### config.mk
export PLATFORM = sky130hd
export DESIGN_NAME = stream_decoder_flat
export DESIGN_NICKNAME = d
export VERILOG_FILES = /design/src/rtl/stream_decoder_pkg.sv /design/src/rtl/stream_decoder_if.sv /design/src/rtl/stream_decoder_color_index_table.sv /design/src/rtl/stream_decoder.sv /design/src/flat_wrapper.sv
export SDC_FILE = /design/constraint.sdc
export NUM_CORES = 1
export LEC_CHECK = 0
export CAP_MARGIN = 20
export CORE_MARGIN = 2
export CORE_UTILIZATION = 35
export CTS_CLUSTER_SIZE = 20
export DETAILED_ROUTE_END_ITERATION = 16
export DONT_BUFFER_PORTS = 1
export MAX_ROUTING_LAYER = met4
export SLEW_MARGIN = 10
export SYNTH_ARGS = -nofsm -noshare
export SYNTH_HDL_FRONTEND = slang
export SYNTH_SLANG_ARGS = --single-unit
### constraint.sdc
create_clock -name clk -period 9.2 [get_ports clk]
set_input_delay 2.3 -clock clk [delete_from_list [all_inputs] [get_ports clk]]
set_output_delay 2.3 -clock clk [all_outputs]
set_load 0.02 [all_outputs]
### src/rtl/stream_decoder_pkg.sv
// Shared stream-format constants, FSM/op encodings and colour hash used by
// both the decoder and the matching encoder.
package stream_decoder_pkg;

   localparam int NUM_PIXELS_DEFAULT = 307200;   // 640x480 frame
   localparam int ADDR_W_DEFAULT     = 19;

   // Byte-level tags of the encoded stream
   localparam logic [7:0] TAG_END     = 8'hFF;
   localparam logic [7:0] TAG_LITERAL = 8'hFE;
   localparam logic [1:0] TAG_INDEX   = 2'b00;
   localparam logic [1:0] TAG_DIFF    = 2'b01;
   localparam logic [1:0] TAG_LUMA    = 2'b10;
   localparam logic [1:0] TAG_RUN     = 2'b11;

   // Biases subtracted from the unsigned delta fields
   localparam logic [7:0] DIFF_BIAS    = 8'd2;
   localparam logic [7:0] LUMA_G_BIAS  = 8'd4;
   localparam logic [7:0] LUMA_RB_BIAS = 8'd8;

   // Colour index table geometry
   localparam int IDX_W       = 6;
   localparam int TABLE_DEPTH = 64;

   typedef enum logic [2:0] {
      ST_IDLE,
      ST_FETCH,
      ST_WAIT,
      ST_DISPATCH,
      ST_FETCH2,
      ST_WAIT2,
      ST_EMIT,
      ST_DONE
   } state_t;

   typedef enum logic [2:0] {
      OP_LITERAL,
      OP_RUN,
      OP_INDEX,
      OP_DIFF,
      OP_LUMA
   } op_t;

   // Table slot of an RGB332 pixel: (r*3 + g*5 + b*7) mod 64
   function automatic logic [IDX_W-1:0] color_hash(input logic [7:0] px);
      logic [7:0] sum;
      sum = ({5'b0, px[7:5]} * 8'd3) + ({5'b0, px[4:2]} * 8'd5) + ({6'b0, px[1:0]} * 8'd7);
      return sum[IDX_W-1:0];
   endfunction

   // Add per-channel deltas modulo channel width (3/3/2 bits), no saturation
   function automatic logic [7:0] apply_delta(input logic [7:0] px, input logic [7:0] dr,
                                              input logic [7:0] dg, input logic [7:0] db);
      logic [2:0] r;
      logic [2:0] g;
      logic [1:0] b;
      r = px[7:5] + dr[2:0];
      g = px[4:2] + dg[2:0];
      b = px[1:0] + db[1:0];
      return {r, g, b};
   endfunction

endpackage

### src/rtl/stream_decoder_if.sv
// Bus bundle of the stream decoder: encoded-stream BRAM read port, frame-buffer
// write port and frame control/status.
//
// Handshake: rd_enable is a one-cycle read strobe for rd_addr; the memory
// returns the byte on rd_data in the following cycle and holds it until the
// next strobe. wr_enable qualifies wr_addr/wr_data for exactly one pixel per
// asserted cycle; the frame buffer always accepts (no backpressure). start is
// a level sampled only while the decoder is idle or done.
interface stream_decoder_if
   import stream_decoder_pkg::*;
#(
   parameter int ADDR_W = ADDR_W_DEFAULT
);
   logic              start;
   logic [ADDR_W-1:0] rd_addr;
   logic              rd_enable;
   logic [7:0]        rd_data;
   logic [ADDR_W-1:0] wr_addr;
   logic [7:0]        wr_data;
   logic              wr_enable;
   logic              done;
   logic              error;

   // Decoder side
   modport master (
      input  start, rd_data,
      output rd_addr, rd_enable, wr_addr, wr_data, wr_enable, done, error
   );

   // Memory / controller side
   modport slave (
      output start, rd_data,
      input  rd_addr, rd_enable, wr_addr, wr_data, wr_enable, done, error
   );
endinterface

### src/rtl/stream_decoder_color_index_table.sv
// 64-entry recently-seen colour table: one write port, combinational read
// port returning 8'h00 for slots not written since the last clear.
module color_index_table
   import stream_decoder_pkg::*;
(
   input  logic             clk,
   input  logic             clear,
   input  logic             wr_en,
   input  logic [IDX_W-1:0] wr_idx,
   input  logic [7:0]       wr_data,
   input  logic [IDX_W-1:0] rd_idx,
   output logic [7:0]       rd_data
);

   logic [7:0]             mem [TABLE_DEPTH];
   logic [TABLE_DEPTH-1:0] valid;

   // Colour storage; stale contents are masked by the valid bits
   always_ff @(posedge clk) begin
      if (wr_en) begin
         mem[wr_idx] <= wr_data;
      end
   end

   // Valid bits: whole table invalidated in a single cycle
   always_ff @(posedge clk) begin
      if (clear) begin
         valid <= '0;
      end else if (wr_en) begin
         valid[wr_idx] <= 1'b1;
      end
   end

   assign rd_data = valid[rd_idx] ? mem[rd_idx] : 8'h00;

endmodule

### src/rtl/stream_decoder.sv
// Decodes a QOI-like RGB332 byte stream from a BRAM into a frame buffer,
// one pixel per EMIT cycle, flagging malformed or truncated streams.
module stream_decoder
   import stream_decoder_pkg::*;
#(
   parameter int NUM_PIXELS = NUM_PIXELS_DEFAULT,
   parameter int ADDR_W     = ADDR_W_DEFAULT
) (
   input  logic               clk,
   input  logic               rst,
   stream_decoder_if.master   bus,
   output state_t             fsm_state
);

   localparam logic [ADDR_W-1:0] LAST_PIX = ADDR_W'(NUM_PIXELS - 1);
   localparam logic [ADDR_W-1:0] ADDR_MAX = '1;

   state_t            state;
   state_t            next_state;
   logic [ADDR_W-1:0] rd_addr_q;
   logic              rd_exhausted;   // byte at ADDR_MAX already read
   logic [ADDR_W-1:0] pix_cnt;
   logic [5:0]        run_left;       // RUN copies still to emit after this one
   op_t               op;
   op_t               dec_op;
   logic [5:0]        operand;        // low bits of the opcode byte
   logic [7:0]        prev;
   logic              error_q;
   logic              set_error;
   logic              frame_start;
   logic              emit;
   logic              last_pix;
   logic [7:0]        pixel;
   logic [7:0]        tbl_data;
   logic [7:0]        dr;
   logic [7:0]        dg;
   logic [7:0]        db;

   assign frame_start = ((state == ST_IDLE) || (state == ST_DONE)) && bus.start;
   assign emit        = (state == ST_EMIT);
   assign last_pix    = (pix_cnt == LAST_PIX);

   // Classify the opcode byte presented during DISPATCH
   always_comb begin
      dec_op = OP_LITERAL;
      if (bus.rd_data != TAG_LITERAL) begin
         unique case (bus.rd_data[7:6])
            TAG_INDEX: dec_op = OP_INDEX;
            TAG_DIFF:  dec_op = OP_DIFF;
            TAG_LUMA:  dec_op = OP_LUMA;
            default:   dec_op = OP_RUN;
         endcase
      end
   end

   // Pixel produced in EMIT; LITERAL and LUMA take their second byte from rd_data
   always_comb begin
      pixel = prev;
      dr    = '0;
      dg    = '0;
      db    = '0;
      unique case (op)
         OP_LITERAL: pixel = bus.rd_data;
         OP_INDEX:   pixel = tbl_data;
         OP_DIFF: begin
            dr    = {6'b0, operand[5:4]} - DIFF_BIAS;
            dg    = {6'b0, operand[3:2]} - DIFF_BIAS;
            db    = {6'b0, operand[1:0]} - DIFF_BIAS;
            pixel = apply_delta(prev, dr, dg, db);
         end
         OP_LUMA: begin
            dg    = {5'b0, operand[2:0]} - LUMA_G_BIAS;
            dr    = dg + {4'b0, bus.rd_data[7:4]} - LUMA_RB_BIAS;
            db    = dg + {4'b0, bus.rd_data[3:0]} - LUMA_RB_BIAS;
            pixel = apply_delta(prev, dr, dg, db);
         end
         default:    pixel = prev;
      endcase
   end

   // Next-state logic and error detection
   always_comb begin
      next_state = state;
      set_error  = 1'b0;
      unique case (state)
         ST_IDLE:  if (bus.start) next_state = ST_FETCH;
         ST_FETCH: next_state = ST_WAIT;
         ST_WAIT:  next_state = ST_DISPATCH;
         ST_DISPATCH: begin
            if (bus.rd_data == TAG_END) begin
               // END always arrives early: a complete frame never reaches DISPATCH again
               next_state = ST_DONE;
               set_error  = 1'b1;
            end else if ((dec_op == OP_LITERAL) || (dec_op == OP_LUMA)) begin
               if (rd_exhausted) begin
                  next_state = ST_DONE;
                  set_error  = 1'b1;
               end else begin
                  next_state = ST_FETCH2;
               end
            end else begin
               next_state = ST_EMIT;
            end
         end
         ST_FETCH2: next_state = ST_WAIT2;
         ST_WAIT2:  next_state = ST_EMIT;
         ST_EMIT: begin
            if (last_pix) begin
               next_state = ST_DONE;
               set_error  = (run_left != 6'd0);   // RUN truncated at frame end
            end else if (run_left != 6'd0) begin
               next_state = ST_EMIT;
            end else if (rd_exhausted) begin
               next_state = ST_DONE;
               set_error  = 1'b1;
            end else begin
               next_state = ST_FETCH;
            end
         end
         ST_DONE:  if (bus.start) next_state = ST_FETCH;
         default:  next_state = ST_IDLE;
      endcase
   end

   // State register
   always_ff @(posedge clk) begin
      if (rst) begin
         state <= ST_IDLE;
      end else begin
         state <= next_state;
      end
   end

   // Datapath registers: read pointer, pixel counter, opcode latch, prev pixel, error
   always_ff @(posedge clk) begin
      if (rst) begin
         rd_addr_q    <= '0;
         rd_exhausted <= 1'b0;
         pix_cnt      <= '0;
         run_left     <= '0;
         op           <= OP_LITERAL;
         operand      <= '0;
         prev         <= 8'h00;
         error_q      <= 1'b0;
      end else if (frame_start) begin
         rd_addr_q    <= '0;
         rd_exhausted <= 1'b0;
         pix_cnt      <= '0;
         run_left     <= '0;
         prev         <= 8'h00;
         error_q      <= 1'b0;
      end else begin
         if (set_error) begin
            error_q <= 1'b1;
         end
         if ((state == ST_FETCH) || (state == ST_FETCH2)) begin
            // Pointer parks at the top address instead of wrapping
            if (rd_addr_q == ADDR_MAX) begin
               rd_exhausted <= 1'b1;
            end else begin
               rd_addr_q <= rd_addr_q + 1'b1;
            end
         end
         if (state == ST_DISPATCH) begin
            op       <= dec_op;
            operand  <= bus.rd_data[5:0];
            run_left <= (dec_op == OP_RUN) ? bus.rd_data[5:0] : 6'd0;
         end
         if (emit) begin
            prev    <= pixel;
            pix_cnt <= pix_cnt + 1'b1;
            if (run_left != 6'd0) begin
               run_left <= run_left - 6'd1;
            end
         end
      end
   end

   color_index_table u_index (
      .clk     (clk),
      .clear   (rst | frame_start),
      .wr_en   (emit),
      .wr_idx  (color_hash(pixel)),
      .wr_data (pixel),
      .rd_idx  (operand),
      .rd_data (tbl_data)
   );

   assign bus.rd_addr   = rd_addr_q;
   assign bus.rd_enable = (state == ST_FETCH) || (state == ST_FETCH2);
   assign bus.wr_addr   = pix_cnt;
   assign bus.wr_data   = emit ? pixel : 8'h00;
   assign bus.wr_enable = emit;
   assign bus.done      = (state == ST_DONE);
   assign bus.error     = error_q;
   assign fsm_state     = state;

endmodule

### src/flat_wrapper.sv
// flat-port wrapper written by rule: the top's interface ports become plain ports
module stream_decoder_flat import stream_decoder_pkg::*;
#(
   parameter int NUM_PIXELS = NUM_PIXELS_DEFAULT,
   parameter int ADDR_W     = ADDR_W_DEFAULT
)
  (clk, rst, fsm_state, bus_start, bus_rd_data, bus_rd_addr, bus_rd_enable, bus_wr_addr, bus_wr_data, bus_wr_enable, bus_done, bus_error);
  stream_decoder_if #(.ADDR_W(ADDR_W)) bus_i ();
  input  logic clk;
  input  logic rst;
  output state_t fsm_state;
  input wire logic [$bits(bus_i.start)-1:0] bus_start;
  input wire logic [$bits(bus_i.rd_data)-1:0] bus_rd_data;
  output wire logic [$bits(bus_i.rd_addr)-1:0] bus_rd_addr;
  output wire logic [$bits(bus_i.rd_enable)-1:0] bus_rd_enable;
  output wire logic [$bits(bus_i.wr_addr)-1:0] bus_wr_addr;
  output wire logic [$bits(bus_i.wr_data)-1:0] bus_wr_data;
  output wire logic [$bits(bus_i.wr_enable)-1:0] bus_wr_enable;
  output wire logic [$bits(bus_i.done)-1:0] bus_done;
  output wire logic [$bits(bus_i.error)-1:0] bus_error;
  assign bus_i.start = bus_start;
  assign bus_i.rd_data = bus_rd_data;
  assign bus_rd_addr = bus_i.rd_addr;
  assign bus_rd_enable = bus_i.rd_enable;
  assign bus_wr_addr = bus_i.wr_addr;
  assign bus_wr_data = bus_i.wr_data;
  assign bus_wr_enable = bus_i.wr_enable;
  assign bus_done = bus_i.done;
  assign bus_error = bus_i.error;
  stream_decoder #(.NUM_PIXELS(NUM_PIXELS), .ADDR_W(ADDR_W)) u_core (.clk(clk), .rst(rst), .bus(bus_i), .fsm_state(fsm_state));
endmodule
# After elaboration in Yosys (flattened, before gate mapping)

Memory sizes are Yosys's and may differ from the RTL's. A register that Yosys moved wholly into a read port is not among the register bits.
Index checks and enable logic that the tools add are counted.

Bits in registers: 130
Bits in writable memories: 512
Input port bits: 11
Output and inout port bits: 53
Word-level logic and storage cells: 105
Memories kept: 1

Add/subtract/negate cells: 19
Multipliers: 3
$lt $le $gt $ge: 3
Eq/ne operators: 19
Multiplexer cells: 31
Bitwise operators: 4
Reductions and logical operators: 15

Memories:

| name               | words | bits a word | read ports | clocked after memory_dff | write ports | line                                   | RTL |
|---|---|---|---|---|---|---|---|
| u_core.u_index.mem | 64    | 8           | 1          | 1                        | 1           | stream_decoder_color_index_table.sv:15 | `logic [7:0] mem [TABLE_DEPTH];` |

Operators by type and width:

| cell                    | number |
|---|---|
| $or A64 B64 Y64         | 1 |
| $add A19 B1 Y19 const B | 2 |
| $eq A19 B19 Y1 const B  | 2 |
| $mux W6                 | 6 |
| $pmux W8 S4             | 1 |
| $pmux W3 S7             | 1 |
| $eq A3 B3 Y1 const B    | 6 |
| $mux W3                 | 6 |
| $mux W8                 | 2 |
| $add A3 B3 Y3           | 5 |
| $lt A6 B7 Y1 const B    | 2 |
| $eq A3 B2 Y1 const B    | 4 |
| $logic_not A3 Y1        | 3 |
| $mux W1                 | 9 |
| $pmux W3 S3             | 1 |
| $eq A8 B8 Y1 const B    | 1 |
| $ne A8 B8 Y1 const B    | 1 |
| $add A2 B2 Y2           | 3 |
| $add A5 B6 Y6           | 1 |
| $add A6 B5 Y6           | 1 |
| $bmux W1 S6             | 1 |
| $demux W1 S6            | 1 |
| $eq A3 B1 Y1 const B    | 2 |
| $ge A6 B1 Y1 const B    | 1 |
| 22 further kinds        | 31 |

# Longest topological paths before layout

Gate-level depths: netlist of run 1.

Word-level depth: 13
Depth in mapped cells: 24
Depth with buffers taken out: 22

# Modules after synthesis

Synthesis of run 1 repeated with hierarchy kept, for this count alone.

Cells, all modules: 1683
Area total of the unflattened synthesis: 26566.7 um^2

Modules (own cells, without submodules):

| module            | times used | cells each | area each (um^2) | sequential area each (um^2) |
|---|---|---|---|---|
| color_index_table | 1          | 1160       | 22202.5          | 16656.0 |
| stream_decoder    | 1          | 523        | 4364.2           | 1321.3 |

# Worst setup path before layout of run 1

OpenSTA, ideal clock, no wires.

Kind: input to register
Start point: input port bus_rd_data[5]
End point: memory u_core.u_index.mem[16][0], enable pin
Library setup time: 374 ps
Data arrival time: 8955 ps
Data required time: 8826 ps
Slack: -129 ps
Stages: 20
Buffers on the path: 0
Cells stage by stage: inv_1 fa_1 inv_1 ha_1 xor2_1 xnor2_1 o22ai_1 a21oi_1 ha_1 fa_1 inv_1 fa_1 inv_1 ha_1 ha_1 a21o_1 a21oi_1 xor2_1 nand3_1 nor2_1

Word-level cells in the longest chain between the ends: 7

Ends and longest elaborated chain:

| item                      | line                                   | RTL |
|---|---|---|
| start: declaration        | flat_wrapper.sv:13                     | `input wire logic [$bits(bus_i.rd_data)-1:0] bus_rd_data;` |
| $add A3 B3 Y3             | stream_decoder.sv:73                   | `dr = dg + {4'b0, bus.rd_data[7:4]} - LUMA_RB_BIAS;` |
| $sub A3 B1 Y3             | stream_decoder.sv:73                   |  |
| $add A3 B3 Y3             | stream_decoder_pkg.sv:57               | `r = px[7:5] + dr[2:0];` |
| $pmux W8 S4               | stream_decoder.sv:62                   | `unique case (op)` |
| named net u_core.pixel[7] | stream_decoder.sv:33                   | `logic [7:0] pixel;` |
| $mul A3 B2 Y5             | stream_decoder_pkg.sv:47               | `sum = ({5'b0, px[7:5]} * 8'd3) + ({5'b0, px[4:2]} * 8'd5) + ({6'b0, px[1:0]} * 8'd7);` |
| $add A5 B6 Y6             | stream_decoder_pkg.sv:47               |  |
| $add A6 B5 Y6             | stream_decoder_pkg.sv:47               |  |
| end: declaration          | stream_decoder_color_index_table.sv:15 |  |

The timed path passes the listed nets, and every way through them passes these cells.

==> results.toml, run 1 <==
[drt]
drtIter0Drc = 1611
drt-wirelength-per-cell_um = 25.4
number_of_nets_with_antenna_violations_after_detailed_routing = 0
detailedRoute.firstPassIterationCount = 6
routed_via_density = 5.56
drc_viols = 0
detail_route.wirelength_mm = 68.7
num_vias = 15022

[layout]
postLayoutCoreUtil_pct = 40.1
layout.nets = 1728
fillerInstances = 6629
area_overhead_vs_synth_pct = 12.8
final_layout_size_suffix_gt1_share_pct = 17.8
finish.instance_area_mm2 = 0.0299
final_instance_count_excl_fillers = 2702

[clock_tree]
clk_root_buffer_cell = "sky130_fd_sc_hd__clkbuf_16"
numClockSinks = 648
max-clock-path-buffers = 3
path_clk_slew_ps = 60
tritoncts.num_buffers = 68
clock_insertion_delay_worst_skew_ps = 610
htreeDepth = 3
cts_tree = "built"
cts_repair_resize_count = 0
cts-hold-fix-buffers = 0
post_cts_buffers = 0

[pwr]
switchingPower_mw = 1.75
power.density_cell_area_mw_per_mm2 = 225
worst_ir_drop_vdd_mv = 0.255
pwr-share-comb_pct = 12.0
p_sw_share_pct = 26.0
clock_power_share_pct = 39.9
sequential_power_share_pct = 48.0
totalPowerFinal_mw = 6.72
p_leak_nw = 9.25
power.internal_mw = 4.97

[die]
placementRows = 100
core-area_mm2 = 0.0747
dieArea_mm2 = 0.0780
chipHeight_um = 279
floorplan.initialDensity_pct = 35.5
io_pins = 64
fp.dieW_um = 279

[worst_setup_path]
crit_arrival_ps = 8180
critPathRequiredTime_ps = 9420
worst-path-max-fanout = 26
startpoint_type = "register"
timing.setup.critical_path_class = "register to register"
endpoint_kind = "register"

[placed_design]
final_weighted_congestion_in_routability_driven_placement = 0.889
io_buffers = 0
dp_hpwl_mm = 44.1
placedInstanceArea_mm2 = 0.0277
total_placed_cells_including_tap_cells = 2577

[synth]
syn-mean-instance-area_um2 = 16.0
synthDominantAreaCellType = "sky130_fd_sc_hd__edfxtp_1"
synth-simple-area-share_pct = 5.77
yosys_register_bits = 648
synthMostInstantiatedCell = "sky130_fd_sc_hd__edfxtp_1"
synth_xor_xnor_area_share_pct = 1.85
synth_compound_area_share_pct = 7.23
synth_top_flop_cell = "sky130_fd_sc_hd__edfxtp_1"
synth.cells.most_frequent = "sky130_fd_sc_hd__edfxtp_1, sky130_fd_sc_hd__dfxtp_1, sky130_fd_sc_hd__nor2_1"
ys_warn_count = 0
synthAdderAreaFrac_pct = 2.18
number_of_flops_mapped_to_enable_cells_by_yosys = 512
synth.yosys.seq_area_share_pct = 68.2
post_synthesis_cell_area_mm2 = 0.0265
synth_top_family_by_area = "multiplexers"
synth.mux.area_fraction_pct = 12.5
post_synth_num_cell_types = 57
synthArstFlopShare_pct = 0
synthDominantCellAreaShare_pct = 58.0
synth_fp_nets = 1703
syn-instance-count = 1653
netlist_top_cells_area = "sky130_fd_sc_hd__edfxtp_1, sky130_fd_sc_hd__mux4_2, sky130_fd_sc_hd__dfxtp_1, sky130_fd_sc_hd__nor2_1, sky130_fd_sc_hd__a22oi_1"

[timing]
rsz0062_at_grt = "no"
skew_ps = 26.7
timing_hold_violations_final = 0
final_max_slew_viol_count = 0
maxSlewHeadroom_pct = 19.9
worst-slew-pin-transition_ps = 1190
setup-violations-final = 0
achievable-frequency_ghz = 0.126
totalNegativeSetupSlack_ps = 0
layout_min_cycle_time_ps = 7960
finalCritPeriodShare_pct = 86.5

[grt]
pin_count_of_the_biggest_net_entering_global_routing = 73
global_route.usage.total_pct = 18.1
first_global_vias = 14750
global_route.overflow_total = 0
grt_pass1_wl_mm = 101
antenna_found_initial = 1

[worst_hold_path]
timing.hold.worst.class = "register to register"

[outcome]
status = "completed"

[job]
timing.max_cap.violations = 0
[power groups by stage]
stage / logic [mW] / clock network, mW / registers (mW)
CTS: 0.802 / 2.72 / 3.23
global route: 0.876 / 2.85 / 3.23
detailed placement: 0.799 / 0 / 3.29
floorplan: 0.510 / 0 / 3.29
global placement: 0.796 / 0 / 3.29
finish: 0.810 / 2.68 / 3.23
[cells by family (layout without fill, tap and decap cells)]
kind of cell,Yosys count,after routing
compound gates,283,283
flops,648,648
xor+xnor,56,56
other cells,0,1
buf+inv,127,206
fa+ha+maj,39,39
mux,174,174
simple gates,326,326
[layout by cell type (no fill, tap or decap), drive strengths merged, types with 14 or more instances in the layout]
master,count
edfxtp,512
dfxtp,136
nor2,134
mux4,125
clkbuf,91
a21oi,75
a22oi,65
o21a,64
nand2,61
inv,43
buf,42
mux2i,41
nand3,39
xnor2,37
ha,27
clkinv,23
o21ai,22
xor2,19
nor3,16
a211oi,14
[through the flow]
| step | worst slack (ps) | hold slack [ps] |
|---|---|---|
| floorplan | 289 | 435 |
| global placement | 809 | 443 |
| detailed placement | 689 | 449 |
| CTS | 1260 | 467 |
| global route | 774 | 483 |
| finish | 1240 | 466 |
[metal layers]
layer | GRT usage [%] | vias to the layer above | wire [µm]
li1 | - | 6513 | -
met1 | 24.5 | 7687 | 29500
met2 | 26.9 | 688 | 31100
met3 | 4.59 | 134 | 6050
met4 | 5.72 | 0 | 2070
met5 | - | - | 0
[area by class of cell]
cell class / instances / area [µm²] / area share (%)
Sequential cell: 648 / 18100 / 60.5
Multi-Input combinational cell: 878 / 7940 / 26.5
Clock buffer: 91 / 1890 / 6.31
Tap cell: 969 / 1210 / 4.05
Timing Repair Buffer: 42 / 330 / 1.10
Clock inverter: 33 / 303 / 1.01
Inverter: 40 / 150 / 0.502
Antenna cell: 1 / 2.50 / 0.00836
[flip-flops by register name, summed over array words and instances, names as in the netlist, named ones only]
name                  cells
u_core.rd_exhausted       1
u_core.prev               8
u_core.bus.rd_addr       19
u_core.u_index.mem      512
u_core.u_index.valid     64
u_core.bus.wr_addr       19
u_core.fsm_state          3
u_core.op                 3
u_core.bus.error          1
u_core.run_left           6
u_core.operand            6
[critical path: stages, from the launching register on]
cell and delay (ps):
sky130_fd_sc_hd__dfxtp_4 720, sky130_fd_sc_hd__buf_4 410, sky130_fd_sc_hd__mux4_2 570, sky130_fd_sc_hd__a22oi_1 350, sky130_fd_sc_hd__a21oi_1 210, sky130_fd_sc_hd__or4_1 560, sky130_fd_sc_hd__o21ai_2 180, sky130_fd_sc_hd__a21o_1 220
sky130_fd_sc_hd__fa_1 410, sky130_fd_sc_hd__inv_1 70, sky130_fd_sc_hd__ha_1 120, sky130_fd_sc_hd__inv_1 60, sky130_fd_sc_hd__fa_1 530, sky130_fd_sc_hd__inv_1 50, sky130_fd_sc_hd__fa_1 500, sky130_fd_sc_hd__fa_1 510
sky130_fd_sc_hd__a21o_1 200, sky130_fd_sc_hd__a21oi_1 260, sky130_fd_sc_hd__xor2_1 320, sky130_fd_sc_hd__nand3_1 500, sky130_fd_sc_hd__nor2_1 780
[path summary, 6_finish.rpt]
path	from	endpoint	slack, ps	cells past startpoint
worst max register to register	register	u_core.u_index.mem[0][5]$_DFFE_PP_	1240	20
worst max-delay path	register	u_core.u_index.mem[0][5]$_DFFE_PP_	1240	20
worst min-delay path	u_core.u_index.valid[35]$_SDFFE_PP0P_	u_core.u_index.valid[35]$_SDFFE_PP0P_	470	1
worst min register to register	u_core.u_index.valid[35]$_SDFFE_PP0P_	u_core.u_index.valid[35]$_SDFFE_PP0P_	470	1
No activity file was read; power rests on OpenSTA's default activity.
==> inputs of run 2 (changes only) <==
==> constraint.sdc (replaced) <==
create_clock -name clk -period 8.22 [get_ports clk]
set_input_delay 2.055 -clock clk [delete_from_list [all_inputs] [get_ports clk]]
set_output_delay 2.055 -clock clk [all_outputs]
set_load 0.02 [all_outputs]
==> run 2 against run 1 <==
  * Sequential share of layout area shrank 1.3 points
  * Critical endpoint is now u_core.u_index.mem[43][0]$_DFFE_PP_
  * Register-to-register slack lost 450 ps
  * Clock skew grew 1.0 ps
  * Worst setup slack lost 450 ps
  * Global-route usage shrank 0.060 points
  * Count of clock-buffer cells in the layout is the same
  * Critical path type unchanged
  * Power grew 15%
==> results.toml, run 2 (synthesized netlist as in run 1, its figures left out) <==
[outcome]
status = "completed"

[worst_setup_path]
crit_arrival_ps = 7710
startpoint_type = "register"
endpoint_kind = "register"
worst-path-max-fanout = 15
timing.setup.critical_path_class = "register to register"
cp_common_cell = "sky130_fd_sc_hd__fa_1"
timing.critical_path.slowest_cell_delay_ps = 760
critPathRequiredTime_ps = 8500
slowest_stage = "sky130_fd_sc_hd__dfxtp_1"
crit_path_cell_trace = "and2_1 -> buf_4 -> a22oi_1 -> a21oi_1 -> or4_1 -> o21ai_2 -> a21o_1 -> fa_1 -> inv_1 -> ha_1 -> inv_1 -> fa_1 -> inv_1 -> fa_1 -> fa_1 -> nor2_1 -> nand3_1 -> buf_4 -> nor2_1 -> buf_4"

[die]
core-area_mm2 = 0.0747
io_pins = 64
floorplan.initialDensity_pct = 35.5
chipHeight_um = 279
dieArea_mm2 = 0.0780
placementRows = 100
fp.dieW_um = 279

[layout]
layout.nets = 1802
postLayoutCoreUtil_pct = 41.0
ff_latch_area_mm2 = 0.0181
mostFrequentLayoutCell = "sky130_fd_sc_hd__edfxtp_1"
area_overhead_vs_synth_pct = 15.3
multi_input_comb_area_mm2 = 0.00794
layout.cells.most_common_list = "sky130_fd_sc_hd__edfxtp_1, sky130_fd_sc_hd__dfxtp_1, sky130_fd_sc_hd__nor2_1, sky130_fd_sc_hd__mux4_2, sky130_fd_sc_hd__buf_4"
registers.top_by_ff_count = "u_core.u_index.mem"
final_instance_count_excl_fillers = 2774
fillerInstances = 6555
reg_top3 = "u_core.u_index.mem: 512 flops, u_core.u_index.valid: 64 flops"
final_layout_size_suffix_gt1_share_pct = 20.9
largest_reg_flops = 512

[timing]
layout_min_cycle_time_ps = 7430
timing_hold_violations_final = 0
final_max_slew_viol_count = 0
worst-slew-pin-transition_ps = 1120
achievable-frequency_ghz = 0.135
skew_ps = 27.8
setup-violations-final = 0
finalCritPeriodShare_pct = 90.4
post_layout_worst_setup_margin_ps = 790
rsz0062_at_grt = "no"
maxSlewHeadroom_pct = 24.9
totalNegativeSetupSlack_ps = 0

[clock_tree]
cts_tree = "built"
clock_insertion_delay_worst_skew_ps = 600
cts-hold-fix-buffers = 0
path_clk_slew_ps = 70
numClockSinks = 648
tritoncts.num_buffers = 67
max-clock-path-buffers = 3
post_cts_buffers = 0
cts_repair_resize_count = 0
clk_root_buffer_cell = "sky130_fd_sc_hd__clkbuf_16"
htreeDepth = 3

[drt]
drtIter0Drc = 1693
number_of_nets_with_antenna_violations_after_detailed_routing = 0
num_vias = 15387
drc_viols = 0
drt-wirelength-per-cell_um = 24.7
routed_via_density = 5.55
detailedRoute.firstPassIterationCount = 5
detail_route.wirelength_mm = 68.5

[placed_design]
final_weighted_congestion_in_routability_driven_placement = 0.889
total_placed_cells_including_tap_cells = 2652
io_buffers = 0
place_worst_setup_slack_ps = 519
dp_hpwl_mm = 44.2

[grt]
pin_count_of_the_biggest_net_entering_global_routing = 73
antenna_found_initial = 2
first_global_vias = 15171
global_route.usage.total_pct = 18.1
global_route.overflow_total = 0
grt_pass1_wl_mm = 102

[pwr]
p_leak_nw = 9.67
power.density_cell_area_mw_per_mm2 = 253
worst_ir_drop_vdd_mv = 0.175
totalPowerFinal_mw = 7.74

[worst_hold_path]
timing.hold.worst.class = "register to register"

[job]
timing.max_cap.violations = 0
[run 2: cell types whose count changed in the layout (fill, tap and decap cells not counted), moves of 3 or more]
cell / before / now
sky130_fd_sc_hd__clkinv_2: 14 / 8
sky130_fd_sc_hd__clkinv_1: 6 / 3
sky130_fd_sc_hd__clkbuf_8: 8 / 2
sky130_fd_sc_hd__bufinv_16: 4 / 10
sky130_fd_sc_hd__clkbuf_1: 14 / 19
sky130_fd_sc_hd__buf_4: 38 / 114
[run 2: power by group]
group / switching, mW / total [mW] / internal [mW]
logic: 0.701 / 0.991 / 0.289
registers: 0.0176 / 3.61 / 3.59
clock network: 1.24 / 3.14 / 1.90
total: 1.96 / 7.74 / 5.78
[run 2: worst paths after layout]
path | start | depth (start not counted) | slack (ps) | endpoint
worst min-delay path | u_core.u_index.valid[26]$_SDFFE_PP0P_ | 1 | 460 | u_core.u_index.valid[26]$_SDFFE_PP0P_
worst max register to register | register | 20 | 790 | u_core.u_index.mem[43][0]$_DFFE_PP_
worst max-delay path | register | 20 | 790 | u_core.u_index.mem[43][0]$_DFFE_PP_
worst min register to register | u_core.u_index.valid[26]$_SDFFE_PP0P_ | 1 | 460 | u_core.u_index.valid[26]$_SDFFE_PP0P_
[run 2: layout make-up]
type                       count  share of cell area [%]
tap                          969                    3.96
antenna                        2                  0.0164
clock buffer                  91                    6.05
sequential                   648                    59.2
clock inverter                29                    1.38
timing repair buffer         117                    2.99
inverter                      40                   0.491
multi-input combinational    878                    25.9
[run 2: layer usage]
layer | vias to the layer above | part of all wire [%] | track usage [%]
met5 | - | 0 | -
met4 | 0 | 2.9 | 5.35
met3 | 132 | 7.7 | 3.92
met2 | 676 | 46 | 27.0
met1 | 7912 | 43 | 24.8
li1 | 6667 | - | -
[run 2: worst max-delay path: cells and delay by family, from the launching register on]
family | cells | cell delay, ps
buf+inv | 6 | 1130
compound gates | 4 | 890
fa+ha+maj | 5 | 2450
simple gates | 5 | 1860
flops | 1 | 760
[run 2: per-stage QoR]
| step | hold slack [ps] | cell area, µm² |
|---|---|---|
| after floorplan | 435 | 26600 |
| after global placement | 447 | 28300 |
| after detailed placement | 452 | 28300 |
| after CTS | 467 | 30600 |
| after global routing | 474 | 30600 |
| final | 464 | 30600 |
